<file path="src/rtl/digit_serial_addsub.sv">
// Digit-serial add/subtract unit.
// One DIGIT-wide carry chain is reused over WIDTH/DIGIT digits, and the carry is
// held between digits. The digit-0 add happens on the same edge that accepts
// start, so an operation takes exactly NDIG edges from start to done.
//
// Handshake: start is sampled only while idle (busy=0). The request is accepted on
// the rising edge where start=1 and the unit is idle. done pulses high for one
// cycle when sum/cout/ovf have been updated. start=1 in the done cycle is accepted.
// start while busy is ignored and is not queued.
`timescale 1ns/1ps
module digit_serial_addsub #(
    parameter int WIDTH = 32,
    parameter int DIGIT = 4
) (
    input  logic             clk,
    input  logic             rst_n,
    input  logic             start,
    input  logic             sub,
    input  logic [WIDTH-1:0] in1,
    input  logic [WIDTH-1:0] in2,
    input  logic             cin,
    output logic             busy,
    output logic             done,
    output logic [WIDTH-1:0] sum,
    output logic             cout,
    output logic             ovf
);

    localparam int NDIG = WIDTH / DIGIT;
    localparam int CW   = (NDIG > 1) ? $clog2(NDIG) : 1;
    localparam logic [CW-1:0] LAST_DIG = CW'(NDIG - 1);

    // Reject parameter combinations that cannot be split into whole digits.
    generate
        if (WIDTH < 1 || DIGIT < 1 || DIGIT > WIDTH || (WIDTH % DIGIT) != 0) begin : g_bad_param
            $error("digit_serial_addsub: WIDTH=%0d must be a positive multiple of DIGIT=%0d",
                   WIDTH, DIGIT);
        end
    endgenerate

    typedef enum logic {
        IDLE = 1'b0,
        RUN  = 1'b1
    } state_t;

    state_t           state;
    state_t           state_nx;

    logic [CW-1:0]    cnt;       // index of the digit processed on the next RUN edge
    logic [WIDTH-1:0] a_reg;     // operand A, shifted right one digit per step
    logic [WIDTH-1:0] b_reg;     // operand B (inverted for subtract), shifted likewise
    logic [WIDTH-1:0] part;      // partial result, digits enter at the top
    logic             carry;     // carry held between digits

    logic             accept;    // start taken this cycle
    logic             step_en;   // a digit is processed on this edge
    logic             last;      // the digit processed on this edge is the final one
    logic [WIDTH-1:0] b_in;
    logic [DIGIT-1:0] da;
    logic [DIGIT-1:0] db;
    logic             dc;
    logic [DIGIT-1:0] ds;
    logic             dco;       // carry out of this digit
    logic             dcm;       // carry into the top bit of this digit
    logic [WIDTH-1:0] part_base;
    logic [WIDTH-1:0] part_nx;

    assign accept  = (state == IDLE) && start;
    assign step_en = accept || (state == RUN);
    assign b_in    = sub ? ~in2 : in2;

    // Select digit operands: live inputs on the accept edge, shifted registers afterwards.
    always_comb begin
        da   = a_reg[DIGIT-1:0];
        db   = b_reg[DIGIT-1:0];
        dc   = carry;
        last = (cnt == LAST_DIG);
        if (accept) begin
            da   = in1[DIGIT-1:0];
            db   = b_in[DIGIT-1:0];
            dc   = cin ^ sub;
            last = (NDIG == 1);
        end
    end

    // One digit of the carry chain plus the partial-result update.
    always_comb begin
        {dco, ds} = {1'b0, da} + {1'b0, db} + {{DIGIT{1'b0}}, dc};
        dcm       = ds[DIGIT-1] ^ da[DIGIT-1] ^ db[DIGIT-1];
        part_base = accept ? '0 : part;
        part_nx   = (part_base >> DIGIT) | (WIDTH'(ds) << (WIDTH - DIGIT));
    end

    // State register.
    always_ff @(posedge clk) begin
        if (!rst_n) begin
            state <= IDLE;
        end else begin
            state <= state_nx;
        end
    end

    // Next-state logic: stay idle when a single digit finishes the whole operation.
    always_comb begin
        state_nx = state;
        case (state)
            IDLE:    if (accept && !last) state_nx = RUN;
            RUN:     if (last) state_nx = IDLE;
            default: state_nx = IDLE;
        endcase
    end

    // Operand shift registers, held carry, digit counter and partial result.
    always_ff @(posedge clk) begin
        if (!rst_n) begin
            a_reg <= '0;
            b_reg <= '0;
            part  <= '0;
            carry <= 1'b0;
            cnt   <= '0;
        end else if (step_en) begin
            a_reg <= (accept ? in1 : a_reg) >> DIGIT;
            b_reg <= (accept ? b_in : b_reg) >> DIGIT;
            part  <= part_nx;
            carry <= dco;
            cnt   <= accept ? CW'(1) : cnt + CW'(1);
        end
    end

    // Result registers and done pulse; results change only when the final digit completes.
    always_ff @(posedge clk) begin
        if (!rst_n) begin
            sum  <= '0;
            cout <= 1'b0;
            ovf  <= 1'b0;
            done <= 1'b0;
        end else begin
            done <= 1'b0;
            if (step_en && last) begin
                sum  <= part_nx;
                cout <= dco;
                ovf  <= dcm ^ dco;
                done <= 1'b1;
            end
        end
    end

    // busy mirrors the registered RUN state.
    always_ff @(posedge clk) begin
        if (!rst_n) begin
            busy <= 1'b0;
        end else begin
            busy <= (state_nx == RUN);
        end
    end

endmodule
</file>
<file path="config.mk">
export PLATFORM = sky130hd
export DESIGN_NAME = digit_serial_addsub
export DESIGN_NICKNAME = d
export VERILOG_FILES = /design/src/rtl/digit_serial_addsub.sv
export SDC_FILE = /design/constraint.sdc
export NUM_CORES = 1
export LEC_CHECK = 0
export CELL_PAD_IN_SITES_DETAIL_PLACEMENT = 1
export CELL_PAD_IN_SITES_GLOBAL_PLACEMENT = 1
export CORE_AREA = 2 2 163 85
export CTS_CLUSTER_DIAMETER = 40
export DETAILED_ROUTE_END_ITERATION = 7
export DIE_AREA = 0 0 165 87
export DONT_BUFFER_PORTS = 1
export PLACE_DENSITY_LB_ADDON = 0.1
export SETUP_SLACK_MARGIN = 0.1
export SKIP_LAST_GASP = 1
export SLEW_MARGIN = 20
export SYNTH_ARGS = -nofsm -noshare
export SYNTH_HDL_FRONTEND = slang
export SYNTH_SLANG_ARGS = --single-unit
export TNS_END_PERCENT = 10
</file>
<file path="constraint.sdc">
create_clock -name clk -period 2.5 [get_ports clk]
set_input_delay 0.375 -clock clk [delete_from_list [all_inputs] [get_ports clk]]
set_output_delay 0.375 -clock clk [all_outputs]
set_load 0.02 [all_outputs]
</file>
# Yosys cells after proc, flatten, opt, wreduce, memory -nomap -nowiden
# Index checks and enable logic that the tools add are counted.
# totals
ff_bits,128
word_cells,39
input_bits,69
out_inout_bits,36
# op_classes
n_bitwise,7
add_sub_neg,3
muxes,13
eq_ne,1
reduce_logical,5
# ops
op,n
$mux 32,4
$not 32->32,1
$or 28x32->32,1
$mux 4,2
$add 4x4->5,1
$add 5x1->5,1
$mux 1,5
$xor 1x1->1,4
$add 3x1->3 const B,1
$eq 3x3->1 const B,1
$logic_and 1x1->1,3
$mux 3,1
$pmux 1 s2,1
$logic_not 1->1,1
$logic_or 1x1->1,1
$not 1->1,1

# Depth between registers and ports, before layout
# depth
depth_word,8
mapped_depth,12

# Worst setup path before layout
# OpenSTA, ideal clock, no wires.
# synth_timing
path_kind,reg-to-reg
start,register busy (netlist name)
end,register ovf
path_stages_with_launch,11
slack_ns,-0.358
path_buffers,1
t_arrival_ns,2.788
synth_period_minus_slack_ns,2.858
t_required_ns,2.430
cell_sequence,dfxtp_1 -> nand2b_4 -> clkbuf_1 -> mux2i_1 -> fa_1 -> fa_1 -> nand2b_1 -> o2bb2ai_1 -> xnor3_1 -> xnor3_1 -> o21ai_1
# synth_rtl
element,line_no,rtl
end signal: assignment,142,ovf <= dcm ^ dco;
end: declaration,26,output logic ovf

==> impl_results.md <==
- Largest register FFs: 32
- Ys flop type: dfxtp_1
- CP bufs+invs: 0
- Ant. Diodes: 0
- Mapped Cells: 538
- Synthesized flop and latch total: 124
- Final period utilization: 95.4%
- Hold Buf Count CTS: 0
- Clk root buf: clkbuf_16
- Top post-synthesis cells by area: dfxtp_1, a22o_1, nor2_1, mux2i_1, xnor2_1
- Via count of the routed design: 3746
- Worst-margin pin slew: 0.566 ns
- Distinct cell type count after synthesis: 33
- Leak: 2.33 nW
- CP arrival: 2.73 ns
- Combinational Power Share: 9.4%
- Synth top area share: 49.0%
- Net Sw Power: 0.00127 W
- Met3 routed WL: 731 um
- Sw Share: 25.2%
- Core Region: 13100 um^2
- Required @ worst endpoint: 2.84 ns
- Rel. slew slack: 62.3%
- DIE AREA: 14400 um^2
- FP Rows: 30
- Clock Sinks: 124
- VDD IR-drop max: 0.000479 V
- Drt first pass iters: 4
- Place WS: 0.100 ns
- Sequential fraction of the synthesis area: 49.0%
- Met2 Wirelength: 5.33 mm
- Status: complete, no violations
- Worst path max stage delay: 0.42 ns
- DP HPWL: 8.93 mm
- Pwr dens: 860 nW/um^2
- HP Class: in2reg
- Post-synth top cells: dfxtp_1, nor2_1, a21oi_1
- Pin count of the biggest net entering global routing: 106
- Async set-reset flop share out of synthesis: 0%
- Die extent in y: 87 um
- Non-Filler Instances: 715
- Worst path top cell family by delay: adder cells
- Synthesized Nets: 614
- Met1 WL: 6.90 mm
- Synth warn: 0
- Synthesized area per cell: 9.42 um^2
- H-tree depth: 4
- Post-synth EDFFs: 0
- Fillcell total: 1460
- Max-cap violations: 0
- Count of input and output buffers: 0
- Number of buffers created by CTS: 17
- Effective utilization at floorplan: 38.7%
- Max Slew Vio Count: 0
- Dpl cells: 681
- Vias in the first global route: 3750
- Vias per std cell: 5.24
- First-pass GRT wire length: 20.5 mm
- Worst-path maximum fanout: 6
- Io pins: 105
- Clk Latency, worst-skew pair: 0.41 ns
- Final nets: 602
- Critical-path cell list: nand2b_4 > nor2_1 > a21oi_1 > fa_2 > fa_2 > nand2b_4 > o2bb2ai_2 > xnor3_1 > xnor3_1 > o21ai_1
- Die width: 165 um
- Final setup vio count: 0
- Fmax: 419 MHz
- Initial antenna violation count: 1
- CTS tree: yes
- P_int: 0.00377 W
- Worst Clk Skew: 0.0142 ns
- Unrepaired setup endpoints after global routing: yes
- Clock share of power: 48.7%
- Hold Vio Cnt, Final: 0
- Fin Setup TNS: 0 ns
- Top Layer Used: met5
- DRC viols: 0
- Area growth, synth to finish: 15.5%
- Clock buffer depth: 2
- Layout cell share with drive strength beyond 1: 10.8%
- Final wirelength: 13.1 mm
- Largest register by flop count: sum
- Reg power frac: 42.0%
- Initial drt markers: 185
- Most frequent cell after synthesis: dfxtp_1
- Period minus WS final: 2.38 ns
- Clk pin slew, worst setup/hold paths: 0.06 ns
- Crit path capture type: flip-flop
- Tot GR Track Use: 18.9%
- Final Worst Setup Slack: 0.116 ns
- Post-synth top area cell: dfxtp_1
- Avg WL per Cell: 18.3 um
- Antenna-violating nets left: 0
- Mapped Area: 5070 um^2
- Worst Setup Start Kind: flip-flop
- Crit-path slowest cell: fa_2
- GR Overflow Total: 0
- Setup CP Type: reg2reg
- GP Congestion: 0.728
## layout make-up
type	instances	area [um^2]	area share, %
tap	176	220	3.76
inverter	7	26.3	0.449
clock buffer	18	429	7.33
timing repair buffer	13	130	2.22
multi-input combinational	363	2400	41.1
clock inverter	14	158	2.69
sequential	124	2490	42.5
## layout by cell type (no fill, tap or decap), types with 3 or more instances in the layout
| cell type | count |
|---|---|
| mux2i_1 | 29 |
| xnor2_1 | 33 |
| o21ai_0 | 5 |
| nor2_1 | 116 |
| and2_1 | 3 |
| buf_4 | 11 |
| inv_1 | 6 |
| clkbuf_16 | 17 |
| dfxtp_1 | 123 |
| nand2_1 | 9 |
| mux2_2 | 3 |
| clkinvlp_4 | 3 |
| ha_1 | 5 |
| a21oi_1 | 54 |
| a22o_1 | 54 |
| a211oi_1 | 29 |
| inv_6 | 6 |
## path summary, 6_finish.rpt
path,from,endpoint,slack (ns),depth (start not counted)
setup / recovery,busy,ovf,0.12,10
hold / removal,start,b_reg[27],0.09,1
setup reg to reg,busy,ovf,0.12,10
hold reg to reg,part[6],sum[2],0.47,1
## logic make-up after synthesis
logic type,Yosys count,synth area share (%)
AND/OR/NAND/NOR,137,10.9
buffers and inverters,51,4.10
adder cells (fa/ha/maj),7,2.03
XOR/XNOR,36,6.77
AO/OA/AOI/OAI,150,20.5
flip-flops,124,49.0
multiplexers,33,6.69
## metal layers
layer / GRT usage (%) / vias to the layer above
met5: 0 / -
met4: 5.69 / 2
met3: 6.57 / 18
met2: 26.3 / 74
met1: 27.3 / 1802
li1: - / 1850
## per-stage QoR
step / hold WS [ns] / util, % / power, W / cell area [um^2]
after floorplan: 0.443 / - / 0.00254 / 5110
after global placement: 0.459 / 39.9 / 0.00260 / 5230
after detailed placement: 0.464 / 39.9 / 0.00262 / 5230
after CTS: 0.0440 / 44.4 / 0.00508 / 5820
after global routing: 0.0515 / 44.7 / 0.00525 / 5850
final: 0.0886 / 44.7 / 0.00504 / 5850
## power by group through the flow
stage               Clock [W]  Combinational, W  Sequential, W
CTS                   0.00250          0.000469        0.00211
detailed placement          0          0.000460        0.00216
global route          0.00259          0.000532        0.00212
finish                0.00245          0.000472        0.00211
floorplan                   0          0.000408        0.00214
global placement            0          0.000441        0.00216
## timing repair
item,4_1_cts,5_1_grt
setup buffers,1,0
pin swaps,2,1
gates resized for setup,1,2
setup endpoints to repair,1,3
(Power assumes the default switching activity.)
